--- config.mk ---
export PLATFORM = sky130hd
export DESIGN_NAME = mem_stage
export DESIGN_NICKNAME = d
export VERILOG_FILES = /design/src/rtl/mem_stage.sv
export SDC_FILE = /design/constraint.sdc
export NUM_CORES = 1
export LEC_CHECK = 0
export CORE_ASPECT_RATIO = 1.75
export CORE_MARGIN = 2
export CORE_UTILIZATION = 45
export DETAILED_ROUTE_END_ITERATION = 8
export PLACE_DENSITY = 0.81
export SLEW_MARGIN = 30
export SYNTH_ARGS = -nofsm -noshare
export SYNTH_HDL_FRONTEND = slang
export SYNTH_SLANG_ARGS = --single-unit
--- constraint.sdc ---
create_clock -name clk -period 2.5 [get_ports clk]
set_input_delay 0.5 -clock clk [delete_from_list [all_inputs] [get_ports clk]]
set_output_delay 0.5 -clock clk [all_outputs]
set_load 0.02 [all_outputs]
--- src/rtl/mem_stage.sv ---
// -----------------------------------------------------------------------------
// mem_stage
//
// Memory-access stage of the 5-stage pipeline. Sits between Execute and
// Write-Back. Non-memory instructions are registered straight through to
// Write-Back. Loads and stores issue a single-outstanding request/acknowledge
// transaction to the data memory, and Execute is stalled while it is pending.
//
// Parameters
//   TIMEOUT        max cycles dmem_req may stay high without dmem_ack (1..255)
//
// Ports
//   clk, rst_n     clock (rising edge), asynchronous active-low reset
//   ex_*           instruction presented by Execute (held while mem_stall=1)
//   mem_stall      Execute must hold its current instruction
//   dmem_*         data-memory request/acknowledge port
//   wb_*           registered result toward Write-Back (one pulse per retire)
//   fwd_*          forwarding copy of the Write-Back register
//   mem_err        sticky timeout error, cleared only by reset
//   dbg_state      current FSM state (0 = IDLE, 1 = WAIT)
//
// Handshakes
//   Execute -> stage: an instruction transfers on a rising edge where
//   ex_valid=1 and mem_stall=0 (mem_stall is the inverse of ready). While
//   mem_stall=1 Execute keeps ex_* stable and the stage ignores them.
//   Stage -> memory: dmem_req stays high with dmem_addr/dmem_we/dmem_wdata
//   stable until the cycle in which dmem_ack=1; that cycle completes the
//   request. dmem_ack is ignored while dmem_req=0. If no ack arrives within
//   TIMEOUT request cycles the request is withdrawn.
//   Write-Back applies no backpressure.
// -----------------------------------------------------------------------------
module mem_stage #(
  parameter int unsigned TIMEOUT = 15
) (
  input  logic        clk,
  input  logic        rst_n,
  // Execute side
  input  logic        ex_valid,
  input  logic [31:0] ex_mem_addr,
  input  logic [31:0] ex_mem_data,
  input  logic [31:0] ex_alu_result,
  input  logic        ex_mem_rd,
  input  logic        ex_mem_wr,
  input  logic [3:0]  ex_reg_dest,
  input  logic        ex_reg_wr,
  output logic        mem_stall,
  // Data memory
  output logic        dmem_req,
  output logic        dmem_we,
  output logic [31:0] dmem_addr,
  output logic [31:0] dmem_wdata,
  input  logic [31:0] dmem_rdata,
  input  logic        dmem_ack,
  // Write-Back
  output logic        wb_valid,
  output logic        wb_reg_wr,
  output logic [31:0] wb_data,
  output logic [3:0]  wb_reg_dest,
  // Forwarding to Execute
  output logic        fwd_valid,
  output logic [31:0] fwd_data,
  output logic [3:0]  fwd_dest,
  // Status
  output logic        mem_err,
  output logic        dbg_state
);

  typedef enum logic {
    IDLE = 1'b0,
    WAIT = 1'b1
  } state_t;

  // Counter value of the last request cycle allowed before abort.
  localparam logic [7:0] CNT_LAST = 8'(TIMEOUT - 1);

  // FSM and timeout counter
  state_t      state_q, state_d;
  logic [7:0]  cnt_q, cnt_d;

  // Captured memory request
  logic [31:0] addr_q, addr_d;
  logic [31:0] wdata_q, wdata_d;
  logic        we_q, we_d;
  logic [3:0]  dest_q, dest_d;
  logic        reg_wr_q, reg_wr_d;

  // Write-Back register
  logic        wb_valid_q, wb_valid_d;
  logic        wb_reg_wr_q, wb_reg_wr_d;
  logic [31:0] wb_data_q, wb_data_d;
  logic [3:0]  wb_dest_q, wb_dest_d;

  // One-entry holding slot for a non-memory result accepted in the same
  // cycle a memory access retires: both want the Write-Back register on the
  // same edge, so the later instruction is delayed by one cycle. Once the
  // slot is in use, back-to-back non-memory results flow through it in order
  // until a cycle with nothing to retire lets it drain.
  logic        skid_valid_q, skid_valid_d;
  logic        skid_reg_wr_q, skid_reg_wr_d;
  logic [31:0] skid_data_q, skid_data_d;
  logic [3:0]  skid_dest_q, skid_dest_d;

  // Sticky error
  logic        err_q, err_d;

  // Control terms
  logic        in_wait;
  logic        timeout_fire;
  logic        retire;
  logic        accept;
  logic        is_mem;
  logic        acc_mem;
  logic        acc_alu;

  assign in_wait      = (state_q == WAIT);
  // Ack in the final allowed cycle wins over the timeout.
  assign timeout_fire = in_wait & ~dmem_ack & (cnt_q == CNT_LAST);
  assign retire       = in_wait & (dmem_ack | timeout_fire);
  // Combinational so Execute can advance in the completing cycle and the next
  // instruction is captured on the same edge the current access retires.
  assign mem_stall    = in_wait & ~dmem_ack & ~timeout_fire;
  assign accept       = ex_valid & ~mem_stall;
  assign is_mem       = ex_mem_rd | ex_mem_wr;
  assign acc_mem      = accept & is_mem;
  assign acc_alu      = accept & ~is_mem;

  // ---------------------------------------------------------------------------
  // Next-state logic
  // ---------------------------------------------------------------------------
  always_comb begin
    state_d       = state_q;
    cnt_d         = cnt_q;
    addr_d        = addr_q;
    wdata_d       = wdata_q;
    we_d          = we_q;
    dest_d        = dest_q;
    reg_wr_d      = reg_wr_q;
    wb_valid_d    = 1'b0;
    wb_reg_wr_d   = 1'b0;
    wb_data_d     = wb_data_q;
    wb_dest_d     = wb_dest_q;
    skid_valid_d  = 1'b0;
    skid_reg_wr_d = skid_reg_wr_q;
    skid_data_d   = skid_data_q;
    skid_dest_d   = skid_dest_q;
    err_d         = err_q | timeout_fire;

    unique case (state_q)
      IDLE: begin
        if (acc_mem) begin
          state_d = WAIT;
        end
      end
      WAIT: begin
        if (retire) begin
          state_d = acc_mem ? WAIT : IDLE;
        end else begin
          cnt_d = cnt_q + 8'd1;
        end
      end
      default: begin
        state_d = IDLE;
      end
    endcase

    // Capture a new memory access (from IDLE or in the retiring cycle).
    // Store takes priority when both rd and wr are set.
    if (acc_mem) begin
      cnt_d    = 8'd0;
      addr_d   = ex_mem_addr;
      wdata_d  = ex_mem_data;
      we_d     = ex_mem_wr;
      dest_d   = ex_reg_dest;
      reg_wr_d = ex_reg_wr;
    end

    // Write-Back register source, in priority order:
    //   retiring memory access, then the holding slot, then a direct
    //   non-memory result.
    if (retire) begin
      wb_valid_d = 1'b1;
      wb_dest_d  = dest_q;
      if (dmem_ack) begin
        // Stores report their address and never write the register file.
        wb_data_d   = we_q ? addr_q : dmem_rdata;
        wb_reg_wr_d = reg_wr_q & ~we_q;
      end else begin
        // Aborted access: report the faulting address, suppress the write.
        wb_data_d   = addr_q;
        wb_reg_wr_d = 1'b0;
      end
    end else if (skid_valid_q) begin
      wb_valid_d  = 1'b1;
      wb_data_d   = skid_data_q;
      wb_dest_d   = skid_dest_q;
      wb_reg_wr_d = skid_reg_wr_q;
    end else if (acc_alu) begin
      wb_valid_d  = 1'b1;
      wb_data_d   = ex_alu_result;
      wb_dest_d   = ex_reg_dest;
      wb_reg_wr_d = ex_reg_wr;
    end

    if (acc_alu && (retire || skid_valid_q)) begin
      skid_valid_d  = 1'b1;
      skid_data_d   = ex_alu_result;
      skid_dest_d   = ex_reg_dest;
      skid_reg_wr_d = ex_reg_wr;
    end
  end

  // ---------------------------------------------------------------------------
  // State registers
  // ---------------------------------------------------------------------------
  always_ff @(posedge clk or negedge rst_n) begin
    if (!rst_n) begin
      state_q       <= IDLE;
      cnt_q         <= 8'd0;
      addr_q        <= 32'd0;
      wdata_q       <= 32'd0;
      we_q          <= 1'b0;
      dest_q        <= 4'd0;
      reg_wr_q      <= 1'b0;
      wb_valid_q    <= 1'b0;
      wb_reg_wr_q   <= 1'b0;
      wb_data_q     <= 32'd0;
      wb_dest_q     <= 4'd0;
      skid_valid_q  <= 1'b0;
      skid_reg_wr_q <= 1'b0;
      skid_data_q   <= 32'd0;
      skid_dest_q   <= 4'd0;
      err_q         <= 1'b0;
    end else begin
      state_q       <= state_d;
      cnt_q         <= cnt_d;
      addr_q        <= addr_d;
      wdata_q       <= wdata_d;
      we_q          <= we_d;
      dest_q        <= dest_d;
      reg_wr_q      <= reg_wr_d;
      wb_valid_q    <= wb_valid_d;
      wb_reg_wr_q   <= wb_reg_wr_d;
      wb_data_q     <= wb_data_d;
      wb_dest_q     <= wb_dest_d;
      skid_valid_q  <= skid_valid_d;
      skid_reg_wr_q <= skid_reg_wr_d;
      skid_data_q   <= skid_data_d;
      skid_dest_q   <= skid_dest_d;
      err_q         <= err_d;
    end
  end

  // ---------------------------------------------------------------------------
  // Outputs
  // ---------------------------------------------------------------------------
  // dmem_req comes straight from the state register so an asynchronous reset
  // withdraws the request immediately.
  assign dmem_req    = in_wait;
  assign dmem_we     = we_q;
  assign dmem_addr   = addr_q;
  assign dmem_wdata  = wdata_q;

  assign wb_valid    = wb_valid_q;
  assign wb_reg_wr   = wb_reg_wr_q;
  assign wb_data     = wb_data_q;
  assign wb_reg_dest = wb_dest_q;

  assign fwd_valid   = wb_valid_q & wb_reg_wr_q;
  assign fwd_data    = wb_data_q;
  assign fwd_dest    = wb_dest_q;

  assign mem_err     = err_q;
  assign dbg_state   = state_q;

endmodule

==> impl_metrics.py <==
metrics = {
    "setup_path": {
        "setup.worst_path.start_class": "flip-flop",
        "crit_arrival_ps": 1910,
        "worstSetupStartpoint": "cnt_q[0]",
        "crit_path_max_fanout": 7,
        "cp-end-kind": "output port",
        "critPathKind": "flip-flop to output port",
        "r2r.worst_path.cells": 8,
        "regToRegStartpoint": "cnt_q[0]",
        "critPathRequiredTime_ps": 2000,
    },
    "route": {
        "post_drt_wl_per_cell_um": 18.84,
        "met1Wirelength_mm": 7.138,
        "route.detailed.drc": 0,
        "wl_met3_mm": 1.136,
        "drtPass1Iterations": 4,
        "drt_iter0_drc": 120,
        "route.met2.wl_mm": 10.99,
        "wl_mm": 19.61,
        "post_drt_via_cell_ratio": 5.127,
        "drtAntennaViolNets": 0,
        "maxUsedRoutingLayer": "met4",
        "routed-via-count": 5337,
    },
    "timing": {
        "final_max_slew_viol_count": 0,
        "final.min_clock_period_ps": 2415,
        "tightestPinTransition_ps": 605.9,
        "fmax_mhz": 414.1,
        "final-hold-violation-count": 0,
        "setup_skew_after_layout_ps": 12.37,
        "worst_hold_slack_ps": 59.00,
        "worst_case_headroom_to_the_max_slew_limit": 0.5961,
        "finalSetupViolCount": 0,
        "timing.final.crit_share": 0.9660,
    },
    "clock_tree": {
        "clk_pin_slew_ps": 60,
        "insertion_delay_ps": 420,
        "cts_made_buffers": 17,
        "clock_path_buffers": 2,
        "root_buffer": "sky130_fd_sc_hd__clkbuf_16",
        "tritoncts": "yes",
        "clock-sinks": 156,
        "cts_hold_repair.buffers": 0,
        "cts_max_level": 4,
    },
    "synthesis": {
        "muxShareOfSynthArea": 0.3530,
        "mean_area_per_synthesized_cell_um2": 14.20,
        "synth-edff-count": 0,
        "synth_compound_area_frac": 0.02758,
        "yosys-top-cells-count": "156 x sky130_fd_sc_hd__dfrtp_1, 103 x sky130_fd_sc_hd__mux2_2, 96 x sky130_fd_sc_hd__mux2i_1",
        "yosysWarnings": 0,
        "post_synth_fa_ha_maj_area_fraction": 0.003264,
        "asyncSetResetFlopFracSynth": 1.000,
        "ys_dominant_reg_cell": "sky130_fd_sc_hd__dfrtp_1",
        "netlist.area_leader.share": 0.5091,
        "yosys.area_share.xor_xnor": 0.006854,
        "ys_seq_elements": 156,
        "top_count_cell_post_synth": "sky130_fd_sc_hd__dfrtp_1",
        "syn-cell-area_mm2": 0.007667,
        "synth-simple-area-share": 0.02807,
        "synth_cell_types": 38,
        "syn_inst": 540,
        "cell_type_with_the_highest_aggregate_area_in_the_netlist": "sky130_fd_sc_hd__dfrtp_1",
        "synthesis.nets": 681,
        "yosys-top-cells-area": "sky130_fd_sc_hd__dfrtp_1 51%, sky130_fd_sc_hd__mux2_2 15%, sky130_fd_sc_hd__mux2i_1 13%",
        "main_combinational_cell_family_by_area_after_synthesis": "multiplexers",
        "synth_sequential_area_ratio": 0.5091,
    },
    "placed_design": {
        "gp_congestion": 0.8427,
        "placedInstanceArea_mm2": 0.01063,
        "hpwl_mm": 14.69,
        "buffer_ports.inserted": 282,
    },
    "die": {
        "chipHeight_um": 176.7,
        "num_io_pins": 283,
        "die_w_um": 102.7,
        "std_cell_core_area_mm2": 0.01679,
        "core.rowCount": 63,
        "die_footprint_mm2": 0.01814,
        "initial_core_utilization": 0.4567,
    },
    "finish": {
        "finalInstanceArea_mm2": 0.01123,
        "synthToLayoutAreaGrowth_pct": 46.48,
        "nets": 942,
        "fillerInstances": 1262,
        "drive_gt1_frac": 0.2632,
    },
    "job": {
        "cap_viol_max_count": 0,
    },
    "global_route": {
        "grt_antenna_before_repair": 1,
        "grt_start_max_net_pins": 60,
        "grt_overflow_total": 0,
        "global_route.usage.total": 0.2205,
        "via_count_of_the_first_global_routing_pass": 5854,
        "global_route_wire_length_before_repair_mm": 30.64,
    },
    "power_and_ir_drop": {
        "static_leakage_nw": 4.818,
        "power_mw": 9.520,
        "power.density_mw_per_mm2": 847.6,
        "worst_ir_drop_vdd_v": 0.0005679,
    },
    "run_status": {
        "run_status": "completed",
    },
    "min_path": {
        "hold_path_class": "primary input to asynchronous set/reset pin",
    },
}
==> placed cells by master, fill, tap and decap left out, types with 2 or more instances in the layout <==
master,netlist,final
sky130_fd_sc_hd__inv_1,4,4
sky130_fd_sc_hd__xnor2_1,6,6
sky130_fd_sc_hd__nor4_1,2,2
sky130_fd_sc_hd__o211ai_4,0,2
sky130_fd_sc_hd__mux2i_1,96,96
sky130_fd_sc_hd__clkbuf_16,0,17
sky130_fd_sc_hd__nand3_1,3,3
sky130_fd_sc_hd__nand2_1,13,13
sky130_fd_sc_hd__clkdlybuf4s50_1,0,280
sky130_fd_sc_hd__a211oi_1,7,7
sky130_fd_sc_hd__dfrtp_1,156,155
sky130_fd_sc_hd__nor2_1,8,8
sky130_fd_sc_hd__buf_12,0,13
sky130_fd_sc_hd__clkinvlp_4,0,3
sky130_fd_sc_hd__inv_6,0,2
sky130_fd_sc_hd__bufinv_16,0,2
sky130_fd_sc_hd__mux2_4,39,39
sky130_fd_sc_hd__mux2_2,103,103
sky130_fd_sc_hd__o31ai_1,4,4
sky130_fd_sc_hd__nor3_1,5,5
sky130_fd_sc_hd__ha_1,2,2
sky130_fd_sc_hd__o21ai_0,2,2
sky130_fd_sc_hd__nor4b_1,2,2
sky130_fd_sc_hd__buf_4,40,16
sky130_fd_sc_hd__clkinv_4,0,4
==> worst paths after layout <==
kind | endpoint | slack [ps]
hold reg to reg | fwd_dest[0] | 480
min in group clk | fwd_dest[0] | 480
max in group asynchronous | cnt_q[1] | 1710
setup reg to reg | dmem_addr[26] | 130
setup / recovery | mem_stall | 90
hold / removal | dmem_addr[13] | 60
==> cell families after synthesis <==
| logic type | Yosys count |
|---|---|
| adder cells (fa/ha/maj) | 2 |
| flip-flops | 156 |
| multiplexers | 238 |
| buffers and inverters | 74 |
| XOR/XNOR | 6 |
| AND/OR/NAND/NOR | 40 |
| AO/OA/AOI/OAI | 24 |
==> sequential cells by signal (all words and copies together), names as in the netlist <==
| name | count |
|---|---|
| dmem_addr | 32 |
| dmem_wdata | 32 |
| fwd_data | 32 |
| skid_data_q | 32 |
| cnt_q | 8 |
| dest_q | 4 |
| fwd_dest | 4 |
| skid_dest_q | 4 |
| dbg_state | 1 |
| dmem_we | 1 |
| mem_err | 1 |
| reg_wr_q | 1 |
| skid_reg_wr_q | 1 |
| skid_valid_q | 1 |
| wb_reg_wr | 1 |
| wb_valid | 1 |
==> what timing repair did <==
action / in CTS / in global routing
cloned: 0 / 0
setup buffers: 0 / 2
gates resized for setup: 3 / 0
endpoints found under the hold margin: 0 / 0
endpoints found under the setup margin: 1 / 17
==> report_power, final <==
part / internal [mW] / switching [mW] / leakage [nW]
Sequential: 3.13 / 0.441 / 1.86
Clock: 1.50 / 1.05 / 0.276
Combinational: 1.91 / 1.49 / 2.68
==> final cells by class <==
cell class | count | area, um^2 | share of cell area
inverter | 5 | 18.77 | 0.001671
antenna | 1 | 2.502 | 0.0002228
clock buffer | 19 | 442.9 | 0.03944
tap | 227 | 284.0 | 0.02529
clock inverter | 12 | 140.1 | 0.01248
timing repair buffer | 311 | 3206 | 0.2854
multi-input combinational | 310 | 3232 | 0.2878
sequential | 156 | 3905 | 0.3477
==> routing by layer <==
metal  vias to the layer above  GRT usage
met1                      2695     0.2372
met4                         0    0.07222
met5                         -          0
met3                        29    0.05608
met2                       190     0.4093
li1                       2423          -
==> through the flow <==
| stage | TNS [ps] | setup WS [ps] | utilization | std cells |
|---|---|---|---|---|
| 4_1_cts | 0 | 34.99 | 0.6679 | 1038 |
| 6_report | 0 | 85.02 | 0.6689 | 1041 |
| 2_1_floorplan | 0 | 505.4 | - | 540 |
| 3_5_place_dp | 0 | 47.92 | 0.6331 | 1007 |
| 3_3_place_gp | 0 | 51.55 | 0.6331 | 1007 |
| 5_1_grt | -71.48 | -19.20 | 0.6688 | 1040 |
==> critical path, stage by stage (launching register included) <==
cell                              delay (ps)
sky130_fd_sc_hd__dfrtp_1                 390
sky130_fd_sc_hd__inv_1                    70
sky130_fd_sc_hd__ha_1                    200
sky130_fd_sc_hd__and4b_1                 290
sky130_fd_sc_hd__a21o_4                  240
sky130_fd_sc_hd__inv_2                    50
sky130_fd_sc_hd__clkdlybuf4s15_2         260
Power figures use the tool's default switching activity.
